$ cat config.mk
export PLATFORM = sky130hd
export DESIGN_NAME = vga_reg_bank
export DESIGN_NICKNAME = d
export VERILOG_FILES = /design/src/rtl/vga_reg_bank.sv
export SDC_FILE = /design/constraint.sdc
export NUM_CORES = 1
export LEC_CHECK = 0
export CORE_MARGIN = 2
export CORE_UTILIZATION = 43
export DETAILED_ROUTE_END_ITERATION = 10
export GPL_TIMING_DRIVEN = 0
export HOLD_SLACK_MARGIN = 0.03
export PLACE_DENSITY = 0.56
export SLEW_MARGIN = 5
export SYNTH_ARGS = -nofsm -noshare
export SYNTH_HDL_FRONTEND = slang
export SYNTH_SLANG_ARGS = --single-unit
$ cat constraint.sdc
create_clock -name CLK -period 2.5 [get_ports CLK]
set_input_delay 0.5 -clock CLK [delete_from_list [all_inputs] [get_ports CLK]]
set_output_delay 0.5 -clock CLK [all_outputs]
set_load 0.02 [all_outputs]
$ cat src/rtl/vga_reg_bank.sv
// vga_reg_bank: double-buffered register bank read by the VGA pointer block.
// Writes land in a pending bank; the pending bank is copied to the active bank
// on a frame boundary (unless the host holds WrLock), so a frame never shows a
// half-updated time. Values are stored as plain binary.
module vga_reg_bank #(
    parameter int ADDR_W   = 4,
    parameter int DATA_W   = 8,
    parameter int SEC_MAX  = 59,
    parameter int HOUR_MAX = 23
) (
    input  logic              CLK,
    input  logic              RESET_N,
    input  logic              WrStrobe,
    input  logic [ADDR_W-1:0] WrAddr,
    input  logic [DATA_W-1:0] WrData,
    input  logic              WrLock,
    input  logic              FrameStart,
    input  logic [ADDR_W-1:0] MemAddrIN,
    output logic [DATA_W-1:0] MemDataIN,
    output logic              WrAck,
    output logic              WrError,
    output logic              Dirty
);

    localparam int NREG = 1 << ADDR_W;

    localparam logic [ADDR_W-1:0] A_SEG_RELOJ  = ADDR_W'(1);
    localparam logic [ADDR_W-1:0] A_MIN_RELOJ  = ADDR_W'(2);
    localparam logic [ADDR_W-1:0] A_HOR_RELOJ  = ADDR_W'(3);
    localparam logic [ADDR_W-1:0] A_DAY        = ADDR_W'(4);
    localparam logic [ADDR_W-1:0] A_MONTH      = ADDR_W'(5);
    localparam logic [ADDR_W-1:0] A_YEAR       = ADDR_W'(6);
    localparam logic [ADDR_W-1:0] A_SEG_CRONO  = ADDR_W'(7);
    localparam logic [ADDR_W-1:0] A_MIN_CRONO  = ADDR_W'(8);
    localparam logic [ADDR_W-1:0] A_HOR_CRONO  = ADDR_W'(9);
    localparam logic [ADDR_W-1:0] A_RING_CRONO = ADDR_W'(10);
    localparam logic [ADDR_W-1:0] A_ACT_CRONO  = ADDR_W'(11);
    localparam logic [ADDR_W-1:0] A_CURSOR     = ADDR_W'(12);

    // True when the address selects one of the mapped registers (1..12).
    function automatic logic addr_in_map(input logic [ADDR_W-1:0] addr);
        return (addr >= A_SEG_RELOJ) && (addr <= A_CURSOR);
    endfunction

    // True when the address is mapped and the value lies in that register's range.
    function automatic logic wr_in_range(input logic [ADDR_W-1:0] addr,
                                         input logic [DATA_W-1:0] data);
        logic ok;
        case (addr)
            A_SEG_RELOJ, A_MIN_RELOJ,
            A_SEG_CRONO, A_MIN_CRONO:   ok = (data <= DATA_W'(SEC_MAX));
            A_HOR_RELOJ, A_HOR_CRONO:   ok = (data <= DATA_W'(HOUR_MAX));
            A_DAY:                      ok = (data >= DATA_W'(1)) && (data <= DATA_W'(31));
            A_MONTH:                    ok = (data >= DATA_W'(1)) && (data <= DATA_W'(12));
            A_YEAR:                     ok = (data <= DATA_W'(99));
            // Flags keep bit0 only; any upper bit set is a malformed write.
            A_RING_CRONO, A_ACT_CRONO:  ok = (data <= DATA_W'(1));
            A_CURSOR:                   ok = (data <= DATA_W'(9));
            default:                    ok = 1'b0;
        endcase
        return ok;
    endfunction

    // Reset value of a register slot: day and month start at 1, all else 0.
    function automatic logic [DATA_W-1:0] reset_value(input int idx);
        logic [DATA_W-1:0] v;
        if ((idx == int'(A_DAY)) || (idx == int'(A_MONTH))) begin
            v = DATA_W'(1);
        end else begin
            v = {DATA_W{1'b0}};
        end
        return v;
    endfunction

    // Slots 0 and 13..15 are never written, so they hold their reset zero and
    // synthesis trims them; indexing by the raw address keeps the muxes simple.
    logic [DATA_W-1:0] pend_q [NREG];
    logic [DATA_W-1:0] pend_d [NREG];
    logic [DATA_W-1:0] act_q  [NREG];
    logic [DATA_W-1:0] act_d  [NREG];
    logic [DATA_W-1:0] rd_data_q, rd_data_d;
    logic              wr_ack_q, wr_ack_d;
    logic              wr_err_q, wr_err_d;
    logic              dirty_q, dirty_d;
    logic              commit_s;
    logic              wr_ok_s;

    // Next-state: write acceptance, commit copy, dirty tracking and read mux.
    always_comb begin
        pend_d    = pend_q;
        act_d     = act_q;
        rd_data_d = {DATA_W{1'b0}};
        commit_s  = FrameStart & ~WrLock;
        wr_ok_s   = WrStrobe & wr_in_range(WrAddr, WrData);
        wr_ack_d  = wr_ok_s;
        wr_err_d  = WrStrobe & ~wr_ok_s;

        // The commit copies pending as it was before any same-cycle write.
        if (commit_s) begin
            act_d = pend_q;
        end else begin
            act_d = act_q;
        end

        if (wr_ok_s) begin
            pend_d[WrAddr] = WrData;
        end else begin
            pend_d[WrAddr] = pend_q[WrAddr];
        end

        // A write in the commit cycle is still uncommitted, so it wins.
        if (wr_ok_s) begin
            dirty_d = 1'b1;
        end else if (commit_s) begin
            dirty_d = 1'b0;
        end else begin
            dirty_d = dirty_q;
        end

        if (addr_in_map(MemAddrIN)) begin
            rd_data_d = act_q[MemAddrIN];
        end else begin
            rd_data_d = {DATA_W{1'b0}};
        end
    end

    // State and output registers; reset clears everything at once.
    always_ff @(posedge CLK or negedge RESET_N) begin
        if (!RESET_N) begin
            for (int i = 0; i < NREG; i++) begin
                pend_q[i] <= reset_value(i);
                act_q[i]  <= reset_value(i);
            end
            rd_data_q <= {DATA_W{1'b0}};
            wr_ack_q  <= 1'b0;
            wr_err_q  <= 1'b0;
            dirty_q   <= 1'b0;
        end else begin
            pend_q    <= pend_d;
            act_q     <= act_d;
            rd_data_q <= rd_data_d;
            wr_ack_q  <= wr_ack_d;
            wr_err_q  <= wr_err_d;
            dirty_q   <= dirty_d;
        end
    end

    assign MemDataIN = rd_data_q;
    assign WrAck     = wr_ack_q;
    assign WrError   = wr_err_q;
    assign Dirty     = dirty_q;

endmodule

==> results_dict.tcl <==
set metrics [dict create \
    grt_max_degree 123 \
    netlist_area_sq_um 10600 \
    initial_core_util_pct 43.6 \
    worstPathRequired_ps 2870 \
    setup_viol 0 \
    drc 0 \
    wl_um 28100 \
    worst_pin_slew_ps 1140 \
    finalNetCount 881 \
    top_usage_layer "met2" \
    async_reset_ff_share_pct 100 \
    synth_edf_count 0 \
    utilization_pct 51.7 \
    yosys-top-cells-area "dfrtp_1 (55%), mux2_2 (14%), mux4_2 (11%)" \
    power.switching_w 0.00304 \
    min_period_ps 2390 \
    clock_sinks 235 \
    hold_path_class "input port to async pin" \
    grt_pass1_wl_um 43500 \
    synth_flop_cell "dfrtp_1" \
    arrival_ps 2760 \
    syn_inst 796 \
    use_met2_pct 34.5 \
    grt_pass1_vias 7104 \
    io_pins 32 \
    crit_slowest_cell "mux4_2" \
    p_comb_share_pct 18.1 \
    dp_hpwl_um 19500 \
    rows 57 \
    fp.dieH_um 161 \
    dr.pass1.iters 5 \
    crit_type "input port to register" \
    critPathCaptureType "register" \
    clockBufferDepth 3 \
    p_int_w 0.00839 \
    rsz0062_at_grt "false" \
    grt.met1_usage_pct 32.9 \
    drv_cap 0 \
    worstPathCellList "buf_2 -> buf_6 -> buf_8 -> buf_6 -> mux4_2 -> mux4_2 -> o21ai_1 -> clkbuf_4 -> a31oi_1" \
    grtUsageTotal_pct 22.3 \
    swShare_pct 26.6 \
    p_per_area_nw_per_um2 912 \
    yosysTopAreaCellShare_pct 54.6 \
    relSlewSlack_pct 24.1 \
    synth_top_family_by_area "multiplexers" \
    die_w_um 161 \
    routedWlPerCell_um 23.3 \
    ir_drop_mv 0.518 \
    ys_ff_latch 235 \
    grt.overflow.total 0 \
    synth_xor_area_share_pct 0.0828 \
    muxShareOfSynthArea_pct 25.9 \
    syn_area_per_cell_sq_um 13.3 \
    tritoncts "done" \
    p_clk_share_pct 37.6 \
    vias 6693 \
    fmax_ghz 0.418 \
    synth-adder-area-share_pct 0 \
    coreArea_sq_um 24200 \
    slew_violations 0 \
    ys_warn_count 0 \
    status "complete, no violations" \
    worstSkewPairLatency_ps 530 \
    met3_usage_pct 3.51 \
    clk_pin_slew_worst_paths_ps 60 \
    yosys.area_share.simple_pct 6.32 \
    fin_cells 1204 \
    whs_ps 32.8 \
    gp_congestion 0.844 \
    synthToLayoutAreaGrowth_pct 18.6 \
    ant_nets 0 \
    num_antenna_cells 0 \
    cp-start-kind "input port" \
    avgViaCountPerCell 5.56 \
    p_leak_nw 5.39 \
    h-tree-depth 1 \
    place_inst 1148 \
    cpPeakStageDelay_ps 480 \
    synth.distinct_cells 50 \
    grt_antenna_before_repair 0 \
    synth-compound-area-share_pct 8.07 \
    drt_iter0_drc 476 \
    cp_max_fo 10 \
    fin_worst_skew_ps 7.68 \
    io_buffers 27 \
    dieArea_sq_um 25900 \
    cts_root_buffer "clkbuf_16" \
    fin_crit_sh_pct 95.6 \
    yosysSeqAreaShare_pct 55.6 \
    syn_nets 817 \
    hold_buffers 0 \
    hold_viol_final 0 \
    cts_buffers 26 \
    p_seq_share_pct 44.3 \
    layout-drive-gt1-share_pct 36.7 \
    synth_top_cell_by_area "dfrtp_1" \
]
per-stage QoR:
| step | cell area [sq um] | setup TNS, ps | setup slack, ps | power, W |
|---|---|---|---|---|
| after global placement | 11300 | -2156900 | -8600 | 0.00701 |
| after global routing | 12500 | 0 | 22.8 | 0.0120 |
| after floorplan | 10600 | 0 | 4.04 | 0.00637 |
| final | 12500 | 0 | 109 | 0.0114 |
| after CTS | 12500 | -16.0 | -9.39 | 0.0115 |
| after detailed placement | 11300 | -148510 | -1460 | 0.00712 |
synthesized netlist by cell type, types with 5 or more instances:
master and n:
o21ai_0 33, nor3_1 5, clkbuf_1 67, nor2b_1 10, mux2_2 128, dfrtp_1 231, nand2b_1 6, a22oi_1 8
a21oi_2 30, a31oi_1 13, nand2_1 36, buf_2 11, mux4_2 51, a21oi_1 22, nor2_1 66, inv_1 13
mux2i_1 8
path summary, 6_finish.rpt:
path / start / endpoint / slack, ps / cells past startpoint
min: RESET_N / act_q[38]$_DFFE_PN0P_ / 30 / 1
max: WrAddr[1] / pend_q[108]$_DFFE_PN0N_ / 110 / 9
min reg2reg: pend_q[14]$_DFFE_PN0P_ / pend_q[14]$_DFFE_PN0P_ / 450 / 1
max in group asynchronous: RESET_N / act_q[75]$_DFFE_PN0P_ / 1350 / 2
max reg2reg: pend_q[38]$_DFFE_PN0N_ / pend_q[102]$_DFFE_PN0P_ / 270 / 5
min in group CLK: pend_q[14]$_DFFE_PN0P_ / pend_q[14]$_DFFE_PN0P_ / 450 / 1
cell families after synthesis:
kind of cell / Yosys count
buffers and inverters: 101
xor gates and xnor gates: 1
AOI/OAI and AO/OA: 126
DFF: 235
muxes: 190
and+or+nand+nor: 143
worst max-delay path, delay by kind of cell:
family	cells	cell delay [ps]
buffers and inverters	5	1130
muxes	2	850
AOI/OAI and AO/OA	2	250
power groups by stage:
stage,sequential (W),combinational (W),clock (W)
detailed placement,0.00513,0.00198,0
floorplan,0.00497,0.00139,0
global placement,0.00509,0.00192,0
global route,0.00516,0.00224,0.00455
CTS,0.00507,0.00206,0.00437
finish,0.00507,0.00207,0.00430
sequential cells by signal (all words and copies together), names as in the netlist:
name / count
pend_q: 128
act_q: 96
MemDataIN: 8
Dirty: 1
WrAck: 1
WrError: 1
placed cells by master, fill, tap and decap left out, types with 13 or more instances in the layout:
master / synthesis / layout
a21oi_2: 30 / 30
o21ai_0: 33 / 33
nor2_1: 66 / 66
a21oi_1: 22 / 22
mux4_2: 51 / 51
dfrtp_1: 231 / 231
a31oi_1: 13 / 13
nand2_1: 36 / 36
clkdlybuf4s50_1: 0 / 16
inv_1: 13 / 13
mux2_2: 128 / 128
clkbuf_1: 67 / 59
clkbuf_16: 0 / 27
final cells by class:
cell class | count | area, sq um
Clock buffer | 34 | 752
Multi-Input combinational cell | 460 | 4370
Clock inverter | 14 | 225
Buffer | 87 | 459
Inverter | 13 | 48.8
Tap cell | 324 | 405
Fill cell | 2068 | 11700
Timing Repair Buffer | 37 | 397
Sequential cell | 235 | 5890
per-layer routing:
metal	vias up	routed length, um
met5	-	0
met4	0	881
met3	57	1370
met2	185	12800
met1	3488	13000
li1	2963	-
timing repair:
action	4_1_cts	5_1_grt
gates resized for setup	46	21
pin swaps	4	1
buffers inserted	9	0
setup endpoints to repair	127	93
Power figures use the tool's default switching activity.
